<file path="config.mk">
export PLATFORM = sky130hd
export DESIGN_NAME = dac_spi_rx
export DESIGN_NICKNAME = d
export VERILOG_FILES = /design/src/rtl/dac_spi_pkg.sv /design/src/rtl/spi_in_sync.sv /design/src/rtl/dac_spi_rx.sv
export SDC_FILE = /design/constraint.sdc
export NUM_CORES = 1
export LEC_CHECK = 0
export CAP_MARGIN = 15
export CORE_MARGIN = 3
export CORE_UTILIZATION = 45
export DETAILED_ROUTE_END_ITERATION = 8
export PLACE_DENSITY = 0.69
export SYNTH_ARGS = -nofsm -noshare
export SYNTH_HDL_FRONTEND = slang
export SYNTH_SLANG_ARGS = --single-unit
</file>
<file path="constraint.sdc">
create_clock -name clk -period 4.8 [get_ports clk]
set_input_delay 0.48 -clock clk [delete_from_list [all_inputs] [get_ports clk]]
set_output_delay 0.48 -clock clk [all_outputs]
set_load 0.03 [all_outputs]
</file>
<file path="src/rtl/dac_spi_pkg.sv">
// Shared constants, command codes and FSM state encoding for the DAC SPI receive endpoint.
package dac_spi_pkg;

  localparam int FRAME_BITS_DEF = 32;
  localparam int PAYLOAD_BITS   = 24;

  localparam logic [3:0] CMD_WR_N   = 4'h2;
  localparam logic [3:0] CMD_WR_UPD = 4'h3;

  typedef enum logic [1:0] {
    IDLE  = 2'd0,
    SHIFT = 2'd1,
    CHECK = 2'd2
  } state_e;

  function automatic logic is_bank_write(input logic [3:0] cmd);
    return (cmd == CMD_WR_N) || (cmd == CMD_WR_UPD);
  endfunction

endpackage

</file>
<file path="src/rtl/spi_in_sync.sv">
// Multi-flop synchronizer for one asynchronous SPI line, plus a delayed copy for rise/fall pulses.
module spi_in_sync #(
  parameter int SYNC_STAGES = 2
) (
  input  logic clk,
  input  logic rst,
  input  logic i_async,
  output logic o_sync,
  output logic o_rise,
  output logic o_fall
);

  logic [SYNC_STAGES-1:0] r_sync;
  logic                   r_dly;

  // Flops load 1 so an idle-high line produces no edge when reset is released.
  always_ff @(posedge clk or posedge rst) begin
    if (rst) begin
      r_sync <= '1;
      r_dly  <= 1'b1;
    end else begin
      r_sync <= {r_sync[SYNC_STAGES-2:0], i_async};
      r_dly  <= r_sync[SYNC_STAGES-1];
    end
  end

  assign o_sync = r_sync[SYNC_STAGES-1];
  assign o_rise = r_sync[SYNC_STAGES-1] & ~r_dly;
  assign o_fall = ~r_sync[SYNC_STAGES-1] & r_dly;

endmodule

</file>
<file path="src/rtl/dac_spi_rx.sv">
// Slave-mode DAC SPI frame decoder: oversampled sync/sclk/data, MSB-first, {comm,addr,data,pad}.
// Optional shadow register bank enabled by `DAC_SPI_RX_REGFILE_EN.
module dac_spi_rx
  import dac_spi_pkg::*;
#(
  parameter int FRAME_BITS  = FRAME_BITS_DEF,
  parameter int SYNC_STAGES = 2
) (
  input  logic        clk,
  input  logic        rst,
  input  logic        spi_sync,
  input  logic        spi_sclk,
  input  logic        spi_data,
  output logic [3:0]  rx_comm,
  output logic [3:0]  rx_addr,
  output logic [15:0] rx_data,
  output logic        rx_valid,
  output logic        rx_err,
  output logic        busy,
  input  logic [3:0]  rd_addr,
  output logic [15:0] rd_data
);

  localparam int CNT_W    = $clog2(FRAME_BITS + 2);
  localparam int PAD_BITS = FRAME_BITS - PAYLOAD_BITS;
  localparam logic [CNT_W-1:0] CNT_MAX  = CNT_W'(FRAME_BITS + 1);
  localparam logic [CNT_W-1:0] CNT_GOOD = CNT_W'(FRAME_BITS);

  localparam logic [1:0] S_IDLE  = IDLE;
  localparam logic [1:0] S_SHIFT = SHIFT;
  localparam logic [1:0] S_CHECK = CHECK;

  logic w_sync_rise, w_sync_fall, w_sclk_rise, w_data_s;
  logic w_unused_sync_lvl, w_unused_sclk_lvl, w_unused_sclk_fall;
  logic w_unused_data_rise, w_unused_data_fall;

  spi_in_sync #(.SYNC_STAGES(SYNC_STAGES)) u_sync_sync (
    .clk(clk), .rst(rst), .i_async(spi_sync),
    .o_sync(w_unused_sync_lvl), .o_rise(w_sync_rise), .o_fall(w_sync_fall)
  );

  spi_in_sync #(.SYNC_STAGES(SYNC_STAGES)) u_sync_sclk (
    .clk(clk), .rst(rst), .i_async(spi_sclk),
    .o_sync(w_unused_sclk_lvl), .o_rise(w_sclk_rise), .o_fall(w_unused_sclk_fall)
  );

  spi_in_sync #(.SYNC_STAGES(SYNC_STAGES)) u_sync_data (
    .clk(clk), .rst(rst), .i_async(spi_data),
    .o_sync(w_data_s), .o_rise(w_unused_data_rise), .o_fall(w_unused_data_fall)
  );

  logic [1:0]            r_state;
  logic [FRAME_BITS-1:0] r_shift;
  logic [CNT_W-1:0]      r_cnt;
  logic                  r_fall_pend;
  logic [3:0]            r_rx_comm, r_rx_addr;
  logic [15:0]           r_rx_data;
  logic                  r_rx_valid, r_rx_err;
  logic                  w_good;

  assign w_good = (r_cnt == CNT_GOOD) && (r_shift[PAD_BITS-1:0] == '0);

  always_ff @(posedge clk or posedge rst) begin
    if (rst) begin
      r_state     <= S_IDLE;
      r_shift     <= '0;
      r_cnt       <= '0;
      r_fall_pend <= 1'b0;
      r_rx_comm   <= '0;
      r_rx_addr   <= '0;
      r_rx_data   <= '0;
      r_rx_valid  <= 1'b0;
      r_rx_err    <= 1'b0;
    end else begin
      r_rx_valid <= 1'b0;
      r_rx_err   <= 1'b0;
      case (r_state)
        S_IDLE: begin
          r_fall_pend <= 1'b0;
          if (w_sync_fall || r_fall_pend) begin
            r_state <= S_SHIFT;
            r_shift <= '0;
            r_cnt   <= '0;
          end
        end
        S_SHIFT: begin
          // Sync rise wins over a coincident sclk rise; that last edge is discarded.
          if (w_sync_rise) begin
            r_state <= S_CHECK;
          end else if (w_sclk_rise) begin
            r_shift <= {r_shift[FRAME_BITS-2:0], w_data_s};
            if (r_cnt != CNT_MAX) r_cnt <= r_cnt + 1'b1;
          end
        end
        S_CHECK: begin
          r_state     <= S_IDLE;
          r_fall_pend <= w_sync_fall;
          if (w_good) begin
            r_rx_comm  <= r_shift[FRAME_BITS-1 -: 4];
            r_rx_addr  <= r_shift[FRAME_BITS-5 -: 4];
            r_rx_data  <= r_shift[FRAME_BITS-9 -: 16];
            r_rx_valid <= 1'b1;
          end else begin
            r_rx_err <= 1'b1;
          end
        end
        default: r_state <= S_IDLE;
      endcase
    end
  end

  assign rx_comm  = r_rx_comm;
  assign rx_addr  = r_rx_addr;
  assign rx_data  = r_rx_data;
  assign rx_valid = r_rx_valid;
  assign rx_err   = r_rx_err;
  assign busy     = (r_state != S_IDLE);

`ifdef DAC_SPI_RX_REGFILE_EN
  logic [15:0] r_bank [16];
  logic [15:0] r_rd_data;

  always_ff @(posedge clk or posedge rst) begin
    if (rst) begin
      for (int unsigned i = 0; i < 16; i++) r_bank[i] <= '0;
      r_rd_data <= '0;
    end else begin
      if (r_rx_valid && is_bank_write(r_rx_comm)) r_bank[r_rx_addr] <= r_rx_data;
      r_rd_data <= r_bank[rd_addr];
    end
  end

  assign rd_data = r_rd_data;
`else
  logic w_unused_rd_addr;
  assign w_unused_rd_addr = ^rd_addr;
  assign rd_data          = '0;
`endif

endmodule

</file>
# After elaboration in Yosys (flattened, before gate mapping)
# Index checks and enable logic that the tools add are counted.
# op_classes
mux,17
eq_ne,9
bitwise,6
n_addsub,1
reduce_logical,11
# ops
operator,n
32-bit 2-to-1 mux,3
32-bit one-hot mux with 2 select lines,1
6-bit 2-to-1 mux,4
6-bit one-hot mux with 2 select lines,1
8-bit logical NOT,1
"6-bit by 1-bit adder with 6-bit output, second input constant",1
"6-bit == test, second input constant",1
"2-bit inequality test, second input constant",3
"6-bit inequality test, second input constant",1
2-bit nonzero test,3
5-bit AND reduction,1
1-bit 2-to-1 mux,4
2-bit 2-to-1 mux,2
"2-bit by 1-bit inequality test with 1-bit output, second input constant",2
2-bit one-hot mux with 2 select lines,1
2-bit AND reduction,2
4-bit AND reduction,1
1-bit bitwise AND,3
1-bit inverter,3
"2-bit by 1-bit == test with 1-bit output, second input constant",1
"2-bit == test, second input constant",1
2-bit logical NOT,1
1-bit one-hot mux with 2 select lines,1
1-bit logical AND,1
1-bit logical OR,1
# word_totals
in_bits,9
reg_bits,75

# Depth between registers and ports, before layout
# logic_depth
ltp_word,5
ltp_mapped,7
ltp_nobuf,6

# Hierarchy
# From an unflattened synthesis, not the netlist that was laid out.
# unflattened
hier_cells,220
area_unflattened_um2,3153.0
# modules_own_cells
mod,area_per_inst_um2,cells_per_inst,instances,seq_area_each_um2
dac_spi_rx,2860.2,202,1,1676.6
spi_in_sync,97.6,6,3,78.8

# Worst setup path after synthesis
# Ideal clock, no wire load.
# synth_timing
kind,register to register
startpoint,register r_cnt[0]
endpoint,register r_rx_addr[0] (netlist: rx_addr[0])
setup_time_ns,0.125
required_time_ns,4.675
arrival_ns,1.637
n_path_buf,1
slack_ns,3.037
path_stages_with_launch,8
path_cell_list,dfrtp_1 inv_1 ha_1 nor4b_4 nand4_2 nor2_4 buf_12 mux2_4
# synth_via
elab_chain_len,3
# synth_lines
item,line,text
from (decl),dac_spi_rx.sv:54,logic [CNT_W-1:0] r_cnt;
from (signal assigned),dac_spi_rx.sv:92,if (r_cnt != CNT_MAX) r_cnt <= r_cnt + 1'b1;
6-bit == test,dac_spi_rx.sv:61,assign w_good = (r_cnt == CNT_GOOD) && (r_shift[PAD_BITS-1:0] == '0);
1-bit logical AND,dac_spi_rx.sv:61,
2-bit AND reduction (no line),-,
to (signal assigned),dac_spi_rx.sv:100,r_rx_addr <= r_shift[FRAME_BITS-5 -: 4];
to (decl),dac_spi_rx.sv:56,"logic [3:0] r_rx_comm, r_rx_addr;"
# Every way passes these cells.
# A chain may end at the register's enable or synchronous reset.

# Worst setup path in the final report
# layout_timing
startpoint,register r_state[0]
endpoint,register r_cnt[5]
# layout_via
elab_chain_len,3
# layout_lines
item,line,text
from (decl),dac_spi_rx.sv:52,logic [1:0] r_state;
from (signal assigned),dac_spi_rx.sv:65,r_state <= S_IDLE;
from (signal assigned),dac_spi_rx.sv:81,r_state <= S_SHIFT;
from (signal assigned),dac_spi_rx.sv:89,r_state <= S_CHECK;
2-bit by 1-bit == test with 1-bit output / 2-bit logical NOT (equally long branches),dac_spi_rx.sv:77,case (r_state)
2-bit inequality test (no line) (tied with other cells),-,
5-bit AND reduction (no line),-,
# Several ways; a longest one is shown, not always the timed one.

==> impl_metrics.tcl <==
set metrics [dict create \
    hpwl_um 3600 \
    htreeDepth 3 \
    synth_seq_cells 75 \
    vias_per_cell 5.00 \
    holdPathEnd "u_sync_sclk.r_sync[1]" \
    yosys.cell_types.count 38 \
    crit_fanout 38 \
    grt_pass1_vias 2051 \
    grt_pass1_wl_um 9760 \
    r2r_slack_ns 2.34 \
    drtPass1Iterations 4 \
    synth_top_area_cell "dfrtp_1" \
    pin_count 52 \
    clock_latency_ns 0.34 \
    clk_pin_slew_ns 0.08 \
    fin_util 0.550 \
    clockBufferDepth 2 \
    hp-start "u_sync_sclk.r_sync[0]" \
    final_nets 323 \
    fin_crit_ns 2.46 \
    pre_cts_slack_ns 2.34 \
    diodes 0 \
    final_cell_mix "dfrtp_1 (67), nand3_1 (35), inv_1 (34), clkdlybuf4s50_1 (31), o31ai_1 (29)" \
    synth-edff-count 0 \
    die_area_mm2 0.00856 \
    die_y_um 92.5 \
    synthFlopType "dfrtp_1" \
    port_buffers 31 \
    grtUsageTotal 0.144 \
    ant_nets 0 \
    finalHoldViolCount 0 \
    critPathLaunchType "flip-flop" \
    irDropWorstVdd_mv 0.144 \
    p_leak_nw 1.69 \
    synth_area_mm2 0.00337 \
    vias 2061 \
    synth_top_area_share 0.498 \
    numClockSinks 75 \
    synth_warnings 0 \
    seq_area_frac_synth 0.560 \
    initial_core_util 0.480 \
    rr_startpoint "r_state[0]" \
    clockRootBuffer "clkbuf_8" \
    fin_crit_sh 0.512 \
    num_rows 30 \
    cts_buffers 9 \
    final_area_mm2 0.00386 \
    status "completed" \
    postCtsSetupBuffers 0 \
    route.met3.wl_um 214 \
    grt_max_degree 48 \
    die_x_um 92.5 \
    rsz0062_at_grt "no" \
    fin_ws_ns 2.34 \
    fin_skew_ns 0.00731 \
    cts_resized 0 \
    gp_congestion 0.716 \
    routed-wl-met2_um 2700 \
    cp.arrival_ns 2.73 \
    post_drt_wl_per_cell_um 13.8 \
    required_ns 5.08 \
    avgSynthCellArea_um2 11.9 \
    r2r_end "r_cnt[5]" \
    hold_depth 0 \
    cts_tree "yes" \
    layout-drive-gt1-share 0.190 \
    maxCapViolCount 0 \
    hold_buffers 0 \
    synth_cells 283 \
    powerDensity_mw_per_mm2 366 \
    wl_um 5700 \
    final_common_cell "dfrtp_1" \
    fillCellCount 629 \
    wl_met1_um 2680 \
    rr_worst_depth 4 \
    maxSlewViolCount 0 \
    route.detailed.drc 0 \
    antenna_found_initial 0 \
    cp-end-kind "flip-flop" \
    final-seq-area_mm2 0.00189 \
    gr-total-overflow 0 \
    areaGrowthSynthToFinish_pct 14.6 \
    multi_input_area_mm2 0.00118 \
    worst_pin_slew_ns 0.947 \
    place_area_mm2 0.00365 \
    coreArea_mm2 0.00702 \
    async_flop_share 1.00 \
    top_layer "met4" \
    initialDrtViolationCount 80 \
    final.setup.tns_ns 0 \
    relSlewSlack 0.367 \
    path_class "flip-flop to flip-flop" \
    fmax_mhz 407 \
    synthTopCellsByArea "dfrtp_1 (50%), mux2_4 (8.5%), o31ai_1 (6.5%)" \
    setup_viol 0 \
    hp-class "flip-flop to flip-flop" \
]
## synth_stat cells, types with 4 or more instances
master,count
o21ai_0,5
nand2_1,9
nor2_1,4
dfstp_2,8
mux2_4,19
o31ai_1,29
clkbuf_1,9
mux2_2,5
nand3_1,35
buf_4,17
dfrtp_1,67
inv_1,35
## sequential cells by signal, indices dropped and copies added (netlist names)
signal / count
u_sync_data.r_sync: 2
r_state: 2
u_sync_sclk.r_sync: 2
u_sync_sync.r_sync: 2
u_sync_sync.r_dly: 1
rx_addr: 4
r_shift: 32
rx_comm: 4
r_fall_pend: 1
r_cnt: 6
rx_err: 1
rx_data: 16
rx_valid: 1
u_sync_sclk.r_dly: 1
## logic make-up (layout without fill, tap and decap cells)
| family | Yosys count | in the layout | synth area share |
|---|---|---|---|
| flops | 75 | 75 | 0.560 |
| mux | 25 | 25 | 0.104 |
| compound gates | 45 | 45 | 0.0951 |
| simple gates | 66 | 66 | 0.121 |
| fa+ha+maj | 3 | 3 | 0.0111 |
| other cells | 1 | 16 | 0.00111 |
| buf+inv | 68 | 86 | 0.108 |
## where the power goes
| group | internal (mW) | leakage [nW] | switching, mW |
|---|---|---|---|
| combinational | 0.0729 | 0.568 | 0.174 |
| sequential | 0.658 | 1.02 | 0.0244 |
| clock | 0.254 | 0.106 | 0.230 |
| total | 0.985 | 1.69 | 0.429 |
## worst max path at each step
stage | endpoint | slack, ns | cells after the start | startpoint
3_3_place_gp | r_cnt[5] | 2.36 | 4 | r_state[0]
4_1_cts | r_cnt[5] | 2.32 | 4 | r_state[0]
5_1_grt | r_cnt[5] | 2.12 | 4 | r_state[0]
3_5_place_dp | r_cnt[5] | 2.34 | 4 | r_state[0]
6_report | r_cnt[5] | 2.34 | 4 | r_state[0]
2_1_floorplan | r_cnt[0] | 2.42 | 1 | rst
## cell type report
cell class | count | share of cell area
sequential | 75 | 0.489
tap | 96 | 0.0311
clock buffer | 10 | 0.0356
clock inverter | 6 | 0.0162
inverter | 35 | 0.0340
timing repair buffer | 35 | 0.0901
multi-input combinational | 155 | 0.305
## worst max-delay path: stages, from the launching register on
cell and delay, ns:
dfrtp_1 0.40, nor2b_1 0.63, nand4b_4 0.64, or4_1 0.65, nand2_1 0.08
## layer usage
layer  vias up  global-route usage
met3        11              0.0325
li1        997                   -
met5         -                   0
met1      1010               0.187
met2        43               0.228
met4         0              0.0718
## per-stage QoR
stage                     total power, mW  cells  hold slack (ns)
final                                1.41    412            0.358
after global routing                 1.49    412            0.363
after CTS                            1.42    411            0.360
after detailed placement            0.930    395            0.348
after global placement              0.925    395            0.346
after floorplan                     0.891    298            0.345
(Power assumes the default switching activity.)
